==> config.mk <==
export PLATFORM = sky130hd
export DESIGN_NAME = rca_serial_sub_flat
export DESIGN_NICKNAME = d
export VERILOG_FILES = /design/src/rtl/rca_serial_sub_if.sv /design/src/rtl/rca_serial_sub.sv /design/src/flat_wrapper.sv
export SDC_FILE = /design/constraint.sdc
export NUM_CORES = 1
export LEC_CHECK = 0
export ABC_AREA = 0
export CAP_MARGIN = 30
export CORE_UTILIZATION = 30
export CTS_BUF_LIST = sky130_fd_sc_hd__clkbuf_16
export CTS_CLUSTER_DIAMETER = 30
export DETAILED_ROUTE_END_ITERATION = 12
export GPL_TIMING_DRIVEN = 0
export SYNTH_ARGS = -nofsm -noshare
export SYNTH_HDL_FRONTEND = slang
export SYNTH_SLANG_ARGS = --single-unit
==> constraint.sdc <==
create_clock -name clk -period 3.16 [get_ports clk]
set_input_delay 0.474 -clock clk [delete_from_list [all_inputs] [get_ports clk]]
set_output_delay 0.474 -clock clk [all_outputs]
set_load 0.01 [all_outputs]
==> src/rtl/rca_serial_sub_if.sv <==
`default_nettype none
`timescale 1ns/1ps
// ============================================================================
// Module   : rca_serial_sub_if
// Purpose  : Bundles the operand-side and result-side valid/ready handshakes
//            of the digit-serial subtractor.
// Ports    : in_valid/in_ready/a/b/bin  - operand channel (producer -> block)
//            out_valid/out_ready        - result channel (block -> consumer)
//            diff/bout/ovf/zero         - result payload
// Revision : 1.0 - initial release
// ============================================================================
interface rca_serial_sub_if #(
  parameter int WIDTH = 16
);
  logic             in_valid;
  logic             in_ready;
  logic [WIDTH-1:0] a;
  logic [WIDTH-1:0] b;
  logic             bin;
  logic             out_valid;
  logic             out_ready;
  logic [WIDTH-1:0] diff;
  logic             bout;
  logic             ovf;
  logic             zero;

  // Producer/consumer side (drives operands, accepts results).
  modport master (
    output in_valid, a, b, bin, out_ready,
    input  in_ready, out_valid, diff, bout, ovf, zero
  );

  // Subtractor side.
  modport slave (
    input  in_valid, a, b, bin, out_ready,
    output in_ready, out_valid, diff, bout, ovf, zero
  );
endinterface
`default_nettype wire

==> src/rtl/rca_serial_sub.sv <==
`default_nettype none
`timescale 1ns/1ps
// ============================================================================
// Module   : rca_serial_sub
// Purpose  : Multi-cycle two's-complement subtractor. Computes a - b - bin one
//            DIGIT-bit slice per clock, LSB slice first, rippling the borrow
//            through a registered borrow flop.
// Ports    : clk   - rising-edge clock
//            rst_n - asynchronous active-low reset
//            bus   - rca_serial_sub_if.slave (operand and result handshakes,
//                    diff / bout / ovf / zero result flags)
// Revision : 1.0 - initial release
// ============================================================================
module rca_serial_sub #(
  parameter int WIDTH = 16,
  parameter int DIGIT = 4
) (
  input  logic                clk,
  input  logic                rst_n,
  rca_serial_sub_if.slave     bus
);

  localparam int c_nslice = WIDTH / DIGIT;
  localparam int c_cw     = (c_nslice > 1) ? $clog2(c_nslice) : 1;
  localparam logic [c_cw-1:0] c_last = c_cw'(c_nslice - 1);

  generate
    if ((WIDTH % DIGIT) != 0) begin : g_bad_digit
      $error("rca_serial_sub: WIDTH must be a multiple of DIGIT");
    end
  endgenerate

  typedef enum logic [1:0] {
    IDLE = 2'd0,
    RUN  = 2'd1,
    DONE = 2'd2
  } state_t;

  state_t           r_state;
  logic [WIDTH-1:0] r_a;        // shifted right one slice per RUN cycle
  logic [WIDTH-1:0] r_b;
  logic             r_borrow;
  logic [c_cw-1:0]  r_cnt;
  logic [WIDTH-1:0] r_diff;
  logic             r_bout;
  logic             r_ovf;
  logic             r_zero;
  logic             r_in_ready;
  logic             r_out_valid;

  logic [DIGIT:0]   w_sub;      // {borrow', d}: top bit set when slice underflows
  logic [WIDTH-1:0] w_diff_next;
  logic             w_last;

  // Current slice always sits in the low DIGIT bits of the shifted operands.
  assign w_sub  = {1'b0, r_a[DIGIT-1:0]} - {1'b0, r_b[DIGIT-1:0]}
                - {{DIGIT{1'b0}}, r_borrow};
  assign w_last = (r_cnt == c_last);

  // Merge the new slice into the partial result; untouched slices stay 0.
  always_comb begin
    w_diff_next = r_diff;
    for (int k = 0; k < c_nslice; k++) begin
      if (r_cnt == c_cw'(k)) begin
        w_diff_next[k*DIGIT +: DIGIT] = w_sub[DIGIT-1:0];
      end
    end
  end

  always_ff @(posedge clk or negedge rst_n) begin
    if (!rst_n) begin
      r_state     <= IDLE;
      r_a         <= '0;
      r_b         <= '0;
      r_borrow    <= 1'b0;
      r_cnt       <= '0;
      r_diff      <= '0;
      r_bout      <= 1'b0;
      r_ovf       <= 1'b0;
      r_zero      <= 1'b0;
      r_in_ready  <= 1'b1;
      r_out_valid <= 1'b0;
    end else begin
      case (r_state)
        IDLE: begin
          if (bus.in_valid) begin
            r_a        <= bus.a;
            r_b        <= bus.b;
            r_borrow   <= bus.bin;
            r_cnt      <= '0;
            r_diff     <= '0;
            r_bout     <= 1'b0;
            r_ovf      <= 1'b0;
            r_zero     <= 1'b0;
            r_in_ready <= 1'b0;
            r_state    <= RUN;
          end
        end
        RUN: begin
          r_diff   <= w_diff_next;
          r_borrow <= w_sub[DIGIT];
          r_a      <= r_a >> DIGIT;
          r_b      <= r_b >> DIGIT;
          r_cnt    <= r_cnt + 1'b1;
          if (w_last) begin
            // On the last slice r_a/r_b low slices hold the operand MSBs.
            r_bout      <= w_sub[DIGIT];
            r_ovf       <= (r_a[DIGIT-1] != r_b[DIGIT-1])
                        && (w_sub[DIGIT-1] != r_a[DIGIT-1]);
            r_zero      <= (w_diff_next == '0);
            r_out_valid <= 1'b1;
            r_state     <= DONE;
          end
        end
        DONE: begin
          if (bus.out_ready) begin
            r_out_valid <= 1'b0;
            r_in_ready  <= 1'b1;
            r_state     <= IDLE;
          end
        end
        default: begin
          r_out_valid <= 1'b0;
          r_in_ready  <= 1'b1;
          r_state     <= IDLE;
        end
      endcase
    end
  end

  assign bus.in_ready  = r_in_ready;
  assign bus.out_valid = r_out_valid;
  assign bus.diff      = r_diff;
  assign bus.bout      = r_bout;
  assign bus.ovf       = r_ovf;
  assign bus.zero      = r_zero;

endmodule
`default_nettype wire

==> src/flat_wrapper.sv <==
// flat-port wrapper written by rule: the top's interface ports become plain ports
module rca_serial_sub_flat 
#(
  parameter int WIDTH = 16,
  parameter int DIGIT = 4
)
  (clk, rst_n, bus_in_valid, bus_a, bus_b, bus_bin, bus_out_ready, bus_in_ready, bus_out_valid, bus_diff, bus_bout, bus_ovf, bus_zero);
  rca_serial_sub_if #(.WIDTH(WIDTH)) bus_i ();
  input  logic clk;
  input  logic rst_n;
  input wire logic [$bits(bus_i.in_valid)-1:0] bus_in_valid;
  input wire logic [$bits(bus_i.a)-1:0] bus_a;
  input wire logic [$bits(bus_i.b)-1:0] bus_b;
  input wire logic [$bits(bus_i.bin)-1:0] bus_bin;
  input wire logic [$bits(bus_i.out_ready)-1:0] bus_out_ready;
  output wire logic [$bits(bus_i.in_ready)-1:0] bus_in_ready;
  output wire logic [$bits(bus_i.out_valid)-1:0] bus_out_valid;
  output wire logic [$bits(bus_i.diff)-1:0] bus_diff;
  output wire logic [$bits(bus_i.bout)-1:0] bus_bout;
  output wire logic [$bits(bus_i.ovf)-1:0] bus_ovf;
  output wire logic [$bits(bus_i.zero)-1:0] bus_zero;
  assign bus_i.in_valid = bus_in_valid;
  assign bus_i.a = bus_a;
  assign bus_i.b = bus_b;
  assign bus_i.bin = bus_bin;
  assign bus_i.out_ready = bus_out_ready;
  assign bus_in_ready = bus_i.in_ready;
  assign bus_out_valid = bus_i.out_valid;
  assign bus_diff = bus_i.diff;
  assign bus_bout = bus_i.bout;
  assign bus_ovf = bus_i.ovf;
  assign bus_zero = bus_i.zero;
  rca_serial_sub #(.WIDTH(WIDTH), .DIGIT(DIGIT)) u_core (.clk(clk), .rst_n(rst_n), .bus(bus_i));
endmodule
==> impl_metrics.toml, run 1 <==
[yosys]
yosys.area_share.simple_pct = 18.86
synth_area_per_cell_um2 = 9.288
netlist_instances = 305
synthAdderAreaFrac_pct = 5.830
synth_top_area_share_pct = 50.35
synth_seq_area_share_pct = 51.28
yosys-mux-area-fraction_pct = 0.7951
synth_top_family_by_area = "simple AND/OR/NAND/NOR gates"
synth_cell_types = 34
syn-num-nets = 354
synth_warnings = 0
syn_area_um2 = 2833
synth_largest_area_cell = "dfrtp_1"
synth.area.top_cells = "dfrtp_1 (50%), nand2_1 (8.9%), a31oi_1 (5.3%)"
synth_compound_area_share_pct = 16.70
ys_seq_elements = 58
synth-xor-area-share_pct = 1.546

[grt]
grt_pass1_vias = 2413
grt.overflow.total = 0
grt_start_max_net_pins = 33
grt_pass1_wl_um = 11960
grt_use_total_pct = 15.55
antenna_found_initial = 0

[clock_tree]
ctsHoldBuffers = 0
post_cts_resized = 0
cts_root_buf = "clkbuf_16"
cts_max_level = 3
post_cts_buffers = 0
cts_buffers = 9
clkTransAtPathRegs_ps = 50
clock_latency_ps = 320
clock-sinks = 58
clockBufferDepth = 2
cts_tree = "built"

[worst_setup_path]
critPathMaxStageDelay_ps = 560
worst-path-max-fanout = 5
cp.arrival_ps = 2570
end_kind = "flip-flop"
cpMaxStageDelayCell = "fa_1"
critPathBufInv = 1
critical_path.most_common_cell = "fa_1"
critPathKind = "flip-flop to flip-flop"
crit_required_ps = 3420
cp_top_family = "adder cells"
cp-start-kind = "flip-flop"
crit_chain = "inv_1, fa_1, fa_1, nor3b_1, nand3_1, a2111oi_2, a21o_1"

[cells_and_area]
final_nets = 423
area_delta_synth_final_pct = 36.48
diodes = 0
layout_commonest_cell = "nand2_1"
stdcell_count = 490
layout-drive-gt1-share_pct = 9.235
mostFrequentLayoutCells = "nand2_1 (67), dfrtp_1 (57), clkdlybuf4s50_1 (56)"
postLayoutCellArea_um2 = 3866

[floorplanning]
core_region_area_um2 = 9196
start_util_pct = 30.80
dieArea_um2 = 9835
ioPinCount = 58
die-width_um = 99.17
rows = 35
die_h_um = 99.17

[timing]
tightest_slew_ps = 738.2
max_slew_margin_pct = 50.79
slew_viol_final = 0
fmax_mhz = 431.4
hold_viol_final = 0
finalCritPeriodShare_pct = 73.35
holdWs_ps = 213.7
fin_crit_ps = 2318
skew_ps = 6.531
rsz0062_at_grt = "false"
setup-violations-final = 0

[detailed_routing]
wl_um = 6965
vias = 2406
wire_per_inst_um = 14.21
drc = 0
ant_nets = 0
wl_met2_um = 3255
routed.top_layer = "met4"
wl_met3_um = 286
wl_met1_um = 3325
drt_first_pass_iters = 4
via_per_inst = 4.910
dr.first_iter.drc_count = 98

[place]
io_buffers = 57
place_area_um2 = 3557
place_congestion = 0.8489
place_inst = 474
dp_hpwl_um = 5116

[power]
ir_worst_vdd_mv = 0.3613
power_leakage_nw = 1.692
power.density_nw_per_um2 = 1133
p_total_mw = 4.380

[status]
status = "complete, no violations"

[run]
maxCapViolCount = 0

[worst_hold_path]
hp-class = "primary input to async pin"
==> where the power goes <==
group / internal (mW) / switching, mW
Combinational: 0.913 / 1.16
Sequential: 1.08 / 0.223
Clock: 0.679 / 0.330
Total: 2.67 / 1.71
==> cell usage after synthesis <==
| cell | n |
|---|---|
| ha_1 | 10 |
| nor4_1 | 3 |
| nand2_1 | 67 |
| xnor2_1 | 3 |
| dfstp_2 | 1 |
| nor3b_1 | 1 |
| a21o_1 | 1 |
| buf_6 | 2 |
| a32o_1 | 2 |
| mux2_2 | 2 |
| fa_1 | 2 |
| nor2_1 | 32 |
| nand2b_4 | 1 |
| nor2b_1 | 10 |
| o22ai_1 | 3 |
| or2_2 | 1 |
| a22o_1 | 10 |
| a31oi_1 | 24 |
| or4_4 | 1 |
| nand3b_1 | 1 |
| and2_1 | 1 |
| o21ai_1 | 2 |
| a2111oi_2 | 1 |
| nand3_1 | 1 |
| clkbuf_1 | 6 |
| xor2_1 | 2 |
| nand2b_1 | 3 |
| dfrtp_1 | 57 |
| buf_2 | 11 |
| o41ai_1 | 1 |
| a21oi_1 | 12 |
| nor3_1 | 1 |
| o21ai_0 | 19 |
| inv_1 | 11 |
==> per-stage QoR <==
step | TNS, ps | setup slack, ps | util [%]
final | 0 | 842.1 | 42.04
after global routing | 0 | 600.7 | 42.04
after CTS | 0 | 798.7 | 42.04
after detailed placement | 0 | 807.8 | 38.68
after global placement | -13600 | -241.4 | 38.52
after floorplan | 0 | 1102 | -
==> path summary, 6_finish.rpt <==
check	startpoint	endpoint	slack, ps	cells after the start
min in group clk	u_core.bus.bout$_DFFE_PN0P_	u_core.bus.bout$_DFFE_PN0P_	480	2
min	rst_n	u_core.bus.diff[9]$_DFFE_PN0P_	210	1
max in group asynchronous	rst_n	u_core.bus.in_ready$_DFFE_PN1P_	2270	2
max reg2reg	u_core.r_borrow$_DFFE_PN0P_	u_core.bus.zero$_DFFE_PN0P_	840	7
max	u_core.r_borrow$_DFFE_PN0P_	u_core.bus.zero$_DFFE_PN0P_	840	7
min reg2reg	u_core.bus.bout$_DFFE_PN0P_	u_core.bus.bout$_DFFE_PN0P_	480	2
==> logic make-up (layout without fill, tap and decap cells) <==
kind of cell,count (synthesis),in the layout
and+or+nand+nor,123,123
DFF,58,58
xor gates and xnor gates,5,5
buffers and inverters,30,104
AOI/OAI and AO/OA,75,75
muxes,2,2
adders and majority gates,12,12
==> sequential cells by signal, indices dropped and copies added, names as in the netlist <==
| name | flops |
|---|---|
| u_core.bus.bout | 1 |
| u_core.bus.diff | 16 |
| u_core.bus.in_ready | 1 |
| u_core.bus.out_valid | 1 |
| u_core.bus.ovf | 1 |
| u_core.bus.zero | 1 |
| u_core.r_a | 16 |
| u_core.r_b | 16 |
| u_core.r_borrow | 1 |
| u_core.r_cnt | 2 |
| u_core.r_state | 2 |
==> routing by layer <==
layer  track usage (%)  vias to the layer above
met2             25.98                       55
met4             4.638                        0
li1                  -                     1181
met5                 0                        -
met1             20.05                     1159
met3             3.865                       11
==> final cells by class <==
type                       instances  area, um^2
fill                             923        5330
clock buffer                       9       225.2
sequential                        58        1453
timing repair buffer              58       585.6
inverter                          11       41.29
multi-input combinational        217        1239
buffer                            19       100.1
clock inverter                     7       83.83
tap                              111       138.9
(Power assumes the default switching activity.)
==> run 2: changes to the inputs <==
Clock period 3.16 ns to 2.05 ns, I/O delays scaled along.
==> run 2 against run 1 <==
The run now ends with negative setup slack left; clock skew down 1.6 ps; sequential power increased by 55%; global-route usage is 0.14 points lower; combinational power increased by 75%; worst hold slack worse by 170 ps; register-to-register slack worse by 930 ps; first-iteration DRC count shrank 6.1%; sequential share of layout area is 1.0 points lower; sequential cell count did not move; routed wire length up 0.29%; via count shrank 1.7%; non-clock buffer count is 2 higher; largest cell class unchanged; largest power group unchanged; highest routed layer unchanged.
==> impl_metrics.toml, run 2 (synthesized netlist as in run 1, its figures left out) <==
[status]
status = "finished with violations"
violations = "negative setup slack"

[floorplanning]
die_h_um = 99.17
start_util_pct = 30.80
ioPinCount = 58
die-width_um = 99.17
dieArea_um2 = 9835
core_region_area_um2 = 9196
rows = 35

[detailed_routing]
dr.first_iter.drc_count = 92
vias = 2365
drt_first_pass_iters = 4
wl_um = 6985
via_per_inst = 4.807
drc = 0
wire_per_inst_um = 14.20
ant_nets = 0

[clock_tree]
ctsHoldBuffers = 0
clockBufferDepth = 2
clock_latency_ps = 320
cts_max_level = 3
clkTransAtPathRegs_ps = 50
cts_buffers = 9
cts_root_buf = "clkbuf_16"
cts_tree = "built"
clock-sinks = 58

[timing]
holdWs_ps = 48.26
slew_viol_final = 0
fmax_mhz = 466.7
finalCritPeriodShare_pct = 104.5
setup-violations-final = 6
tightest_slew_ps = 742.0
rsz0062_at_grt = "true"
fin_ws_ps = -92.74
skew_ps = 4.939
fin_crit_ps = 2143
max_slew_margin_pct = 50.53
setup_tns_ps = -422.7
hold_viol_final = 0

[worst_setup_path]
critPathBufInv = 2
cp_top_family = "adder cells"
cpMaxStageDelayCell = "fa_2"
r2r_setup_slack_ps = -90
cp-start-kind = "flip-flop"
crit_required_ps = 2260
worst-path-max-fanout = 4
critPathMaxStageDelay_ps = 590
crit_chain = "inv_2, fa_2, inv_2, ha_4, o21ai_2, nand3b_1, xor2_2, and2_4, a22o_1"
critPathKind = "flip-flop to flip-flop"
end_kind = "flip-flop"
critical_path.most_common_cell = "inv_2"
cp.arrival_ps = 2360

[grt]
grt_start_max_net_pins = 33
grt_pass1_vias = 2387
grt_pass1_wl_um = 11760
antenna_found_initial = 0
grt_use_total_pct = 15.41
grt.overflow.total = 0

[place]
place_congestion = 0.8478
place_inst = 474
dp_slack_ps = -263.6
dp_hpwl_um = 4976
place_area_um2 = 3560
io_buffers = 57

[cells_and_area]
fillers = 894
stdcell_count = 492
layout-drive-gt1-share_pct = 13.39
mostFrequentLayoutCells = "nand2_1 (67), dfrtp_1 (57), clkdlybuf4s50_1 (56)"
postLayoutCellArea_um2 = 3976
area_delta_synth_final_pct = 40.37
post-route-util_pct = 43.24
diodes = 0
layout_commonest_cell = "nand2_1"
final_nets = 425

[run]
maxCapViolCount = 0

[worst_hold_path]
hp-class = "primary input to async pin"

[power]
power_leakage_nw = 1.728
ir_worst_vdd_mv = 0.7173
p_total_mw = 7.311
power.density_nw_per_um2 = 1839
-- run 2: metal layers --
metal | global-route usage, % | wire (um) | up-vias | part of all wire, %
met5 | 0 | 0 | - | 0
met2 | 25.07 | 3320 | 56 | 48
met3 | 5.130 | 381 | 8 | 5.5
li1 | - | - | 1185 | -
met1 | 19.97 | 3232 | 1116 | 46
met4 | 3.620 | 51 | 0 | 0.73
-- run 2: worst reg2reg max path: stages (launching register included) --
cell      delay [ps]
dfrtp_1          340
inv_2             50
fa_2             590
inv_2             50
ha_4             150
o21ai_2          100
nand3b_1         130
xor2_2           200
and2_4           200
a22o_1           220
-- run 2: what timing repair did --
action	in CTS	in global routing
pin swaps	10	9
endpoints found under the setup margin	8	14
setup buffers	2	0
gates resized for setup	11	6
-- run 2: final timing paths --
check / start / end / depth (start not counted)
max: u_core.r_borrow$_DFFE_PN0P_ / u_core.bus.diff[3]$_DFFE_PN0P_ / 9
min: rst_n / u_core.bus.diff[11]$_DFFE_PN0P_ / 1
max reg2reg: u_core.r_borrow$_DFFE_PN0P_ / u_core.bus.diff[3]$_DFFE_PN0P_ / 9
min reg2reg: u_core.bus.zero$_DFFE_PN0P_ / u_core.bus.zero$_DFFE_PN0P_ / 1
max in group asynchronous: rst_n / u_core.bus.in_ready$_DFFE_PN1P_ / 2
min in group clk: u_core.bus.zero$_DFFE_PN0P_ / u_core.bus.zero$_DFFE_PN0P_ / 1
-- run 2: area by class of cell --
| class | instances | area, um^2 | share of cell area (%) |
|---|---|---|---|
| clock buffers | 9 | 225.2 | 5.664 |
| inverters | 11 | 41.29 | 1.038 |
| repair buffers | 60 | 600.6 | 15.10 |
| multi-input cells | 217 | 1309 | 32.91 |
| flip-flops and latches | 58 | 1453 | 36.53 |
| clock inverters | 7 | 108.9 | 2.738 |
| plain buffers | 19 | 100.1 | 2.517 |
| well taps | 111 | 138.9 | 3.493 |
-- run 2: where the power goes --
part	internal, mW	total [mW]	switching [mW]
Sequential	1.66	2.01	0.351
Clock	1.17	1.68	0.508
Combinational	1.63	3.62	2.00
Total	4.46	7.31	2.85
==> run 3: changes to the inputs <==
Settings changed: ABC_AREA 0 to unset.
==> results of run 3 <==
Same layout as run 2: the final DEF is identical, and so are final timing and power.
